$ cat src/rtl/morse_pkg.sv
`default_nettype none
// +----------------------------------------------------------------------------+
// | Module      : morse_pkg                                                    |
// | Description : Shared symbol codes, ASCII constants and the decoder FSM     |
// |               state encoding for the Morse stream decoder.                 |
// | Revision    : 1.0 - initial release                                        |
// +----------------------------------------------------------------------------+
package morse_pkg;

  // Symbol codes carried on sym_code
  localparam logic [1:0] SYM_DOT  = 2'b10;
  localparam logic [1:0] SYM_DASH = 2'b11;
  localparam logic [1:0] SYM_LGAP = 2'b00;
  localparam logic [1:0] SYM_WGAP = 2'b01;

  localparam logic [7:0] ASCII_SPACE = 8'h20;
  localparam logic [7:0] ASCII_NUL   = 8'h00;

  typedef enum logic [1:0] {
    ST_COLLECT    = 2'd0,
    ST_EMIT_CHAR  = 2'd1,
    ST_EMIT_SPACE = 2'd2
  } state_e;

endpackage
`default_nettype wire

$ cat src/rtl/morse_lut.sv
`default_nettype none
// +----------------------------------------------------------------------------+
// | Module      : morse_lut                                                    |
// | Description : Combinational Morse-to-ASCII lookup (A-Z, 0-9).              |
// |               Code is five 2-bit symbols, first symbol in the MSBs,        |
// |               unused slots 00. Unknown codes give err=1, ascii=8'h00.      |
// | Ports       : code  [9:0] in  - packed symbol code                         |
// |               ascii [7:0] out - decoded character                          |
// |               err         out - code is not a known letter/digit           |
// | Revision    : 1.0 - initial release                                        |
// +----------------------------------------------------------------------------+
module morse_lut
  import morse_pkg::*;
(
  input  logic [9:0] code,
  output logic [7:0] ascii,
  output logic       err
);

  always_comb begin
    ascii = ASCII_NUL;
    err   = 1'b0;
    case (code)
      10'b10_11_00_00_00: ascii = 8'h41; // A .-
      10'b11_10_10_10_00: ascii = 8'h42; // B -...
      10'b11_10_11_10_00: ascii = 8'h43; // C -.-.
      10'b11_10_10_00_00: ascii = 8'h44; // D -..
      10'b10_00_00_00_00: ascii = 8'h45; // E .
      10'b10_10_11_10_00: ascii = 8'h46; // F ..-.
      10'b11_11_10_00_00: ascii = 8'h47; // G --.
      10'b10_10_10_10_00: ascii = 8'h48; // H ....
      10'b10_10_00_00_00: ascii = 8'h49; // I ..
      10'b10_11_11_11_00: ascii = 8'h4A; // J .---
      10'b11_10_11_00_00: ascii = 8'h4B; // K -.-
      10'b10_11_10_10_00: ascii = 8'h4C; // L .-..
      10'b11_11_00_00_00: ascii = 8'h4D; // M --
      10'b11_10_00_00_00: ascii = 8'h4E; // N -.
      10'b11_11_11_00_00: ascii = 8'h4F; // O ---
      10'b10_11_11_10_00: ascii = 8'h50; // P .--.
      10'b11_11_10_11_00: ascii = 8'h51; // Q --.-
      10'b10_11_10_00_00: ascii = 8'h52; // R .-.
      10'b10_10_10_00_00: ascii = 8'h53; // S ...
      10'b11_00_00_00_00: ascii = 8'h54; // T -
      10'b10_10_11_00_00: ascii = 8'h55; // U ..-
      10'b10_10_10_11_00: ascii = 8'h56; // V ...-
      10'b10_11_11_00_00: ascii = 8'h57; // W .--
      10'b11_10_10_11_00: ascii = 8'h58; // X -..-
      10'b11_10_11_11_00: ascii = 8'h59; // Y -.--
      10'b11_11_10_10_00: ascii = 8'h5A; // Z --..
      10'b11_11_11_11_11: ascii = 8'h30; // 0 -----
      10'b10_11_11_11_11: ascii = 8'h31; // 1 .----
      10'b10_10_11_11_11: ascii = 8'h32; // 2 ..---
      10'b10_10_10_11_11: ascii = 8'h33; // 3 ...--
      10'b10_10_10_10_11: ascii = 8'h34; // 4 ....-
      10'b10_10_10_10_10: ascii = 8'h35; // 5 .....
      10'b11_10_10_10_10: ascii = 8'h36; // 6 -....
      10'b11_11_10_10_10: ascii = 8'h37; // 7 --...
      10'b11_11_11_10_10: ascii = 8'h38; // 8 ---..
      10'b11_11_11_11_10: ascii = 8'h39; // 9 ----.
      default: begin
        ascii = ASCII_NUL;
        err   = 1'b1;
      end
    endcase
  end

endmodule
`default_nettype wire

$ cat src/rtl/morse_stream_decoder.sv
`default_nettype none
// +----------------------------------------------------------------------------+
// | Module      : morse_stream_decoder                                         |
// | Description : Accepts Morse symbols over a valid/ready handshake,          |
// |               assembles letters, decodes them and queues {err, ascii}      |
// |               entries in an output FIFO.                                   |
// | Ports       : clk, rst_n (async, active low)                               |
// |               sym_valid/sym_ready/sym_code[1:0] - symbol input             |
// |               char_valid/char_ready/char_data[7:0]/char_err - FIFO head    |
// |               fifo_count - occupied entries; overflow - sticky flag        |
// | Revision    : 1.0 - initial release                                        |
// +----------------------------------------------------------------------------+
module morse_stream_decoder
  import morse_pkg::*;
#(
  parameter int MAX_SYMBOLS = 5,
  parameter int FIFO_DEPTH  = 4
) (
  input  logic                          clk,
  input  logic                          rst_n,
  input  logic                          sym_valid,
  output logic                          sym_ready,
  input  logic [1:0]                    sym_code,
  output logic                          char_valid,
  input  logic                          char_ready,
  output logic [7:0]                    char_data,
  output logic                          char_err,
  output logic [$clog2(FIFO_DEPTH):0]   fifo_count,
  output logic                          overflow
);

  localparam int SR_W   = 2 * MAX_SYMBOLS;
  localparam int CNT_W  = $clog2(MAX_SYMBOLS + 1);
  localparam int PTR_W  = $clog2(FIFO_DEPTH);
  localparam int FCNT_W = PTR_W + 1;

  localparam logic [CNT_W-1:0]  MAX_CNT   = CNT_W'(MAX_SYMBOLS);
  localparam logic [FCNT_W-1:0] FULL_CNT  = FCNT_W'(FIFO_DEPTH);

  // State registers
  state_e              state_q, state_d;
  logic [SR_W-1:0]     sr_q, sr_d;
  logic [CNT_W-1:0]    sym_cnt_q, sym_cnt_d;
  logic                ovf_letter_q, ovf_letter_d;
  logic                overflow_q, overflow_d;
  logic                last_was_space_q, last_was_space_d;
  logic                pend_space_q, pend_space_d;
  logic                ready_en_q, ready_en_d;

  // FIFO registers: entry = {err, ascii}
  logic [8:0]          mem_q [FIFO_DEPTH];
  logic [8:0]          mem_d [FIFO_DEPTH];
  logic [PTR_W-1:0]    wr_ptr_q, wr_ptr_d;
  logic [PTR_W-1:0]    rd_ptr_q, rd_ptr_d;
  logic [FCNT_W-1:0]   count_q, count_d;

  logic                fifo_full;
  logic                fifo_empty;
  logic                sym_fire;
  logic                pop;
  logic                push;
  logic                push_ok;
  logic [8:0]          push_entry;
  logic [SR_W-1:0]     slot_bits;
  logic [7:0]          lut_ascii;
  logic                lut_err;
  logic                tail_nz;
  logic                emit_err;
  logic [8:0]          head;

  assign fifo_full  = (count_q == FULL_CNT);
  assign fifo_empty = (count_q == '0);

  // ready_en_q holds sym_ready low through the reset cycle
  assign sym_ready = ready_en_q && (state_q == ST_COLLECT) && !fifo_full;
  assign sym_fire  = sym_valid && sym_ready;
  assign pop       = char_ready && !fifo_empty;

  // New symbol positioned at slot sym_cnt (slot 0 in the MSBs)
  assign slot_bits = {sym_code, {(SR_W-2){1'b0}}} >> {sym_cnt_q, 1'b0};

  morse_lut u_lut (
    .code  (sr_q[SR_W-1 -: 10]),
    .ascii (lut_ascii),
    .err   (lut_err)
  );

  // Symbols beyond the fifth can never form a valid code
  if (MAX_SYMBOLS > 5) begin : g_tail
    assign tail_nz = |sr_q[SR_W-11:0];
  end else begin : g_no_tail
    assign tail_nz = 1'b0;
  end

  assign emit_err = lut_err || ovf_letter_q || tail_nz;

  always_comb begin
    state_d          = state_q;
    sr_d             = sr_q;
    sym_cnt_d        = sym_cnt_q;
    ovf_letter_d     = ovf_letter_q;
    overflow_d       = overflow_q;
    last_was_space_d = last_was_space_q;
    pend_space_d     = pend_space_q;
    ready_en_d       = 1'b1;
    push             = 1'b0;
    push_entry       = 9'd0;

    case (state_q)
      ST_COLLECT: begin
        if (sym_fire) begin
          case (sym_code)
            SYM_DOT, SYM_DASH: begin
              if (sym_cnt_q < MAX_CNT) begin
                sr_d      = sr_q | slot_bits;
                sym_cnt_d = sym_cnt_q + CNT_W'(1);
              end else begin
                ovf_letter_d = 1'b1;
                overflow_d   = 1'b1;
              end
            end
            SYM_LGAP: begin
              if (sym_cnt_q != '0) state_d = ST_EMIT_CHAR;
            end
            SYM_WGAP: begin
              if (sym_cnt_q != '0) begin
                state_d      = ST_EMIT_CHAR;
                pend_space_d = 1'b1;
              end else if (!last_was_space_q) begin
                state_d = ST_EMIT_SPACE;
              end
            end
            default: begin
            end
          endcase
        end
      end

      ST_EMIT_CHAR: begin
        // FIFO cannot be full here: the gap was only accepted with room free
        push             = 1'b1;
        push_entry       = {emit_err, emit_err ? ASCII_NUL : lut_ascii};
        sr_d             = '0;
        sym_cnt_d        = '0;
        ovf_letter_d     = 1'b0;
        last_was_space_d = 1'b0;
        state_d          = pend_space_q ? ST_EMIT_SPACE : ST_COLLECT;
      end

      ST_EMIT_SPACE: begin
        if (!fifo_full) begin
          push             = 1'b1;
          push_entry       = {1'b0, ASCII_SPACE};
          last_was_space_d = 1'b1;
          pend_space_d     = 1'b0;
          state_d          = ST_COLLECT;
        end
      end

      default: state_d = ST_COLLECT;
    endcase
  end

  // FIFO bookkeeping; a pop frees the slot so a push into a full FIFO is legal
  always_comb begin
    push_ok  = push && (!fifo_full || pop);
    mem_d    = mem_q;
    wr_ptr_d = wr_ptr_q;
    rd_ptr_d = rd_ptr_q;
    count_d  = count_q;
    if (push_ok) begin
      mem_d[wr_ptr_q] = push_entry;
      wr_ptr_d        = wr_ptr_q + PTR_W'(1);
    end
    if (pop) begin
      rd_ptr_d = rd_ptr_q + PTR_W'(1);
    end
    if (push_ok && !pop) begin
      count_d = count_q + FCNT_W'(1);
    end else if (pop && !push_ok) begin
      count_d = count_q - FCNT_W'(1);
    end
  end

  always_ff @(posedge clk or negedge rst_n) begin
    if (!rst_n) begin
      state_q          <= ST_COLLECT;
      sr_q             <= '0;
      sym_cnt_q        <= '0;
      ovf_letter_q     <= 1'b0;
      overflow_q       <= 1'b0;
      last_was_space_q <= 1'b1;
      pend_space_q     <= 1'b0;
      ready_en_q       <= 1'b0;
      wr_ptr_q         <= '0;
      rd_ptr_q         <= '0;
      count_q          <= '0;
      for (int i = 0; i < FIFO_DEPTH; i++) mem_q[i] <= 9'd0;
    end else begin
      state_q          <= state_d;
      sr_q             <= sr_d;
      sym_cnt_q        <= sym_cnt_d;
      ovf_letter_q     <= ovf_letter_d;
      overflow_q       <= overflow_d;
      last_was_space_q <= last_was_space_d;
      pend_space_q     <= pend_space_d;
      ready_en_q       <= ready_en_d;
      wr_ptr_q         <= wr_ptr_d;
      rd_ptr_q         <= rd_ptr_d;
      count_q          <= count_d;
      mem_q            <= mem_d;
    end
  end

  assign head       = mem_q[rd_ptr_q];
  assign char_valid = !fifo_empty;
  assign char_data  = char_valid ? head[7:0] : ASCII_NUL;
  assign char_err   = char_valid && head[8];
  assign fifo_count = count_q;
  assign overflow   = overflow_q;

endmodule
`default_nettype wire

$ cat config.mk
export PLATFORM = sky130hd
export DESIGN_NAME = morse_stream_decoder
export DESIGN_NICKNAME = d
export VERILOG_FILES = /design/src/rtl/morse_pkg.sv /design/src/rtl/morse_lut.sv /design/src/rtl/morse_stream_decoder.sv
export SDC_FILE = /design/constraint.sdc
export NUM_CORES = 1
export LEC_CHECK = 0
export CAP_MARGIN = 25
export CELL_PAD_IN_SITES_DETAIL_PLACEMENT = 0
export CELL_PAD_IN_SITES_GLOBAL_PLACEMENT = 1
export CORE_MARGIN = 3
export CORE_UTILIZATION = 47
export DETAILED_ROUTE_END_ITERATION = 6
export GPL_TIMING_DRIVEN = 0
export PLACE_DENSITY_LB_ADDON = 0.1
export SETUP_SLACK_MARGIN = 0.05
export SLEW_MARGIN = 0
export SYNTH_ARGS = -nofsm -noshare
export SYNTH_HDL_FRONTEND = slang
export SYNTH_HIERARCHICAL = 1
export SYNTH_SLANG_ARGS = --single-unit
$ cat constraint.sdc
create_clock -name clk -period 3.51 [get_ports clk]
set_clock_uncertainty 0.15 [all_clocks]
set_input_delay 0.5265 -clock clk [delete_from_list [all_inputs] [get_ports clk]]
set_output_delay 0.5265 -clock clk [all_outputs]
set_load 0.1 [all_outputs]
Yosys cells after proc, flatten, opt, wreduce, memory -nomap -nowiden
Cells that the tools add are included.
{ "totals": {"ff_bits": 63, "latchBits": 0, "ram_bits": 0, "romBits": 0, "in_bits": 6, "output_inout_bits": 15, "mem_count": 0} }
{ "op_classes": {"n_addsub": 5, "mul": 0, "n_div": 0, "n_lt_le_gt_ge": 4, "eq_ne": 52, "shifts": 1, "n_mux": 43, "bitwise_logic": 4, "reduce_logical": 31} }
{ "op_table": {"columns": ["cell", "count"], "rows": [
  ["$eq 10x10->1 const B", 36],
  ["$pmux 7 s36", 1],
  ["$bwmux 36", 1],
  ["$reduce_or 36->1", 1],
  ["$mux 10", 3],
  ["$mux 9", 3],
  ["$pmux 10 s2", 1],
  ["$bmux 9 s2", 1],
  ["$demux 9 s2", 1],
  ["$pmux 9 s2", 1],
  ["$mux 8", 2],
  ["$mux 3", 5],
  ["$mux 2", 6],
  ["$reduce_and 4->1", 3],
  ["$mux 1", 10],
  ["$or 10x10->10", 1],
  ["$reduce_and 5->1", 2],
  ["$shr 10x4->10", 1],
  ["$logic_and 1x1->1", 9],
  ["$ne 2x1->1 const B", 4],
  ["$pmux 1 s2", 4],
  ["$reduce_bool 2->1", 4],
  ["$add 3x1->3 const B", 2],
  ["$eq 2x2->1 const B", 3],
  ["other kinds (24)", 35]
]} }

Logic depth before layout (Yosys ltp)
{ "depth": {"ltp_word": 9, "mapped_depth": 11, "ltp_nobuf": 10} }

Cells and area by module
Netlist, hierarchy kept.
{ "modules_own_cells": {"columns": ["module", "n_inst", "cells_per_inst", "area_each_um2", "seq_area_each_um2"], "rows": [
  ["morse_stream_decoder", 1, 283, 3101.7, 1577.8],
  ["morse_lut", 1, 114, 773.2, 0.0]
]} }

Worst setup path before layout
No wires, ideal clock.
{ "synth_timing": {"path_type": "reg-to-output", "startpoint": "register count_q[0], in the netlist fifo_count[0]", "endpoint": "output char_data[0]", "t_arrival_ns": 3.122, "required_time_ns": 2.833, "slack_ns": -0.289, "stages_incl_launch_ff": 4, "cell_sequence": "dfrtp_1 > or3_1 > clkbuf_1 > and2_1"} }
{ "synth_between": {"elab_chain_len": 2} }
{ "synth_rtl": {"columns": ["item", "line", "rtl"], "rows": [
  ["from (decl)", "morse_stream_decoder.sv:55", "logic [FCNT_W-1:0] count_q, count_d;"],
  ["from (signal assigned)", "morse_stream_decoder.sv:210", "count_q <= count_d;"],
  ["$logic_not 3->1", "morse_stream_decoder.sv:72", "assign fifo_empty = (count_q == '0);"],
  ["$mux 8", "morse_stream_decoder.sv:217", "assign char_data = char_valid ? head[7:0] : ASCII_NUL;"],
  ["to (decl)", "morse_stream_decoder.sv:26", "output logic [7:0] char_data,"]
]} }
Every way passes these cells.

Worst setup path after layout
{ "layout_timing": {"startpoint": "register count_q[0], in the netlist fifo_count[0]", "endpoint": "output sym_ready"} }
{ "layout_between": {"elab_chain_len": 3} }
{ "layout_rtl": {"columns": ["item", "line", "rtl"], "rows": [
  ["$eq 3x3->1", "morse_stream_decoder.sv:71", "assign fifo_full = (count_q == FULL_CNT);"],
  ["$logic_not 1->1", "morse_stream_decoder.sv:75", "assign sym_ready = ready_en_q && (state_q == ST_COLLECT) && !fifo_full;"],
  ["$logic_and 1x1->1", "morse_stream_decoder.sv:75", null],
  ["to (decl)", "morse_stream_decoder.sv:22", "output logic sym_ready,"]
]} }
Every way passes these cells.

==> impl_metrics.csv <==
group,metric,value,unit
clocking,ctsHtreeMaxLevel,3,
power_and_ir_drop,pwr_density_cell,773,nW/um^2
timing,finalSetupViolations,0,
floorplanning,initial_core_util,49.4,%
floorplanning,dieArea,9370,um^2
timing,rsz0062_at_grt,"no",
place,gp_congestion,0.888,
timing,hold_slack,134,ps
logic_synthesis,synth_cell_types,76,
clocking,holdBufCountCts,0,
logic_synthesis,synth_ff_type,"dfrtp_1",
clocking,tritoncts,"built",
global_route,grt_max_degree,64,
global_route,grt.total_usage,20.4,%
place,io_buffer_count,20,
cells_and_area,num-fill-cells,727,
clocking,post_cts_buffers,0,
logic_synthesis,yosys-top-cells-area,"dfrtp_1 40%, nand2_1 6.6%, o21ai_0 5.3%",
timing,min_period,3280,ps
logic_synthesis,synthArstFlopShare,100,%
cells_and_area,diodes,0,
logic_synthesis,synth_nets,414,
detailed_routing,vias,3149,
power_and_ir_drop,total_power,3420,uW
logic_synthesis,yosys.area.top_type,"dfrtp_1",
floorplanning,die-height,96.8,um
logic_synthesis,synth_cells,397,
floorplanning,io-pin-count,21,
critical_path,crit_path_start,"fifo_count[0]",
cells_and_area,fin_nets,445,
timing,fin_crit_sh,93.3,%
power_and_ir_drop,vdd_drop_max,0.782,mV
detailed_routing,drt_iter0_markers,163,
place,place_hpwl,6.61,mm
critical_path,critPathMaxStageDelay,960,ps
clocking,worstSkewPairLatency,340,ps
critical_path,critical_path_class,"reg -> out",
critical_path,cp.arrival,2600,ps
clocking,cts_buffer_depth,2,
detailed_routing,wl_per_cell,17.7,um
timing,hold_viol_final,0,
floorplanning,dieWidth,96.8,um
critical_path,critPathTopFamily,"buffers and inverters",
critical_path,start_kind,"register",
power_and_ir_drop,p_leak,0.00186,uW
logic_synthesis,synth-edff-count,0,
run,maxCapViolations,0,
run_status,status,"completed",
logic_synthesis,yosys.area.top_type_share,40.0,%
floorplanning,core,7850,um^2
detailed_routing,drc,0,
logic_synthesis,synth_commonest_cells,"68 x nand2_1, 62 x dfrtp_1, 41 x o21ai_0",
timing,setup-tns-final,0,ps
critical_path,worstSetupEndpointType,"output port",
logic_synthesis,synth-seq-cells,63,
timing,slew_viol_final,0,
global_route,grt-ovfl-total,0,
global_route,antenna_found_initial,0,
timing,fmax,0.305,GHz
critical_path,cp.required,2830,ps
critical_path,worstRegToRegCells,9,
critical_path,cp_max_fo,10,
critical_path,path_buf_inv,2,
clocking,cts_buffers,9,
detailed_routing,dr.pass1.iters,4,
logic_synthesis,synth.yosys.seq_area_share,40.7,%
timing,worst_pin_slew,975,ps
critical_path,critPathSlowestCell,"clkdlybuf4s50_1",
cells_and_area,area_delta_synth_final,14.2,%
clocking,clock_sinks,63,
detailed_routing,vias_per_cell,5.89,
global_route,grt_pass1_vias,3029,
detailed_routing,routed_wl,9.45,mm
logic_synthesis,synth_warnings,6,
global_route,grt_pass1_wl,15.7,mm
critical_path,r2r_start,"sr_q[2]",
min_path,min_path_type,"in -> async",
logic_synthesis,yosysMostFrequentCell,"nand2_1",
logic_synthesis,synth.cell_area,3870,um^2
clocking,clk_pin_slew_worst_paths,90,ps
detailed_routing,ant_nets,0,
clocking,clockRootBuffer,"clkbuf_8",
critical_path,path_cells,"or3b_4 > buf_6 > and3_1 > clkdlybuf4s50_1",
critical_path,worstSetupPathDepth,4,
cells_and_area,drive_above_1_share,14.8,%
floorplanning,rows,32,
logic_synthesis,syn_area_per_cell,9.76,um^2
timing,relSlewSlack,34.8,%
-- flip-flops by register name, summed over array words and instances (netlist names) --
signal / count
ovf_letter_q: 1
mem_q: 36
last_was_space_q: 1
sr_q: 10
rd_ptr_q: 2
wr_ptr_q: 2
fifo_count: 3
ready_en_q: 1
state_q: 2
overflow: 1
pend_space_q: 1
sym_cnt_q: 3
-- worst register-to-register path: stages (launching register included) --
cell and delay, ps:
dfrtp_1 380, buf_2 190, nor4_4 570, nand2_4 160
o31a_1 310, o311ai_4 280, nor4_2 140, nor3_2 490
nand2_1 260, o21ai_1 190
-- worst paths after layout --
path | to | slack, ps
min in group clk | overflow | 320
setup / recovery | sym_ready | 230
setup reg to reg | mem_q[0] | 310
hold reg to reg | overflow | 320
hold / removal | mem_q[25] | 130
max in group asynchronous | overflow | 2540
-- final cells by class --
class / instances / area, um^2 / share of cell area [%]
flip-flops and latches: 63 / 1580 / 35.7
plain buffers: 25 / 148 / 3.34
multi-input cells: 296 / 2110 / 47.8
repair buffers: 20 / 186 / 4.21
clock inverters: 7 / 100 / 2.26
inverters: 13 / 48.8 / 1.10
well taps: 102 / 128 / 2.88
clock buffers: 9 / 124 / 2.80
-- where the power goes --
| group | switching [uW] | internal, uW | leakage (uW) |
|---|---|---|---|
| clock | 318 | 409 | 0.000115 |
| combinational | 1120 | 556 | 0.000910 |
| sequential | 139 | 880 | 0.000839 |
-- metrics by stage --
step | worst slack, ps | area (um^2) | cells | util (%)
after floorplan | 209 | 3880 | 397 | -
after global placement | -384 | 4200 | 519 | 53.6
after detailed placement | 3.56 | 4200 | 519 | 53.5
after CTS | 213 | 4420 | 535 | 56.3
after global routing | 63.7 | 4430 | 535 | 56.4
final | 234 | 4430 | 535 | 56.4
-- cells in the final DEF, fill, tap and decap left out, types with 10 or more instances in the layout --
master | synthesis | final
nand2_1 | 68 | 68
dfrtp_1 | 62 | 62
o21ai_0 | 41 | 41
inv_1 | 13 | 13
and2_1 | 12 | 12
nand3_1 | 10 | 10
nor2_1 | 10 | 10
a21oi_1 | 10 | 10
ha_1 | 10 | 10
clkdlybuf4s50_1 | 0 | 10
-- logic make-up (layout without fill, tap and decap cells) --
family / after synthesis / in the layout / share of synthesized area (%)
AND/OR/NAND/NOR: 153 / 153 / 22.0
multiplexers: 12 / 12 / 6.04
flip-flops: 63 / 63 / 40.7
adder cells (fa/ha/maj): 11 / 11 / 3.75
XOR/XNOR: 8 / 8 / 1.81
AO/OA/AOI/OAI: 110 / 110 / 20.5
buffers and inverters: 38 / 74 / 5.04
other: 2 / 2 / 0.194
-- routing by layer --
| layer | share of wire, % | global-route usage [%] | vias to the layer above |
|---|---|---|---|
| met5 | 0 | 0 | - |
| met4 | 1.2 | 5.51 | 0 |
| met3 | 3.4 | 3.46 | 14 |
| met2 | 49 | 33.3 | 63 |
| met1 | 47 | 28.0 | 1554 |
| li1 | - | - | 1518 |
-- what timing repair did --
action                     CTS  global route
setup endpoints to repair   24             5
cloned                       0             0
gates resized for setup     10             1
(Power assumes the default switching activity.)
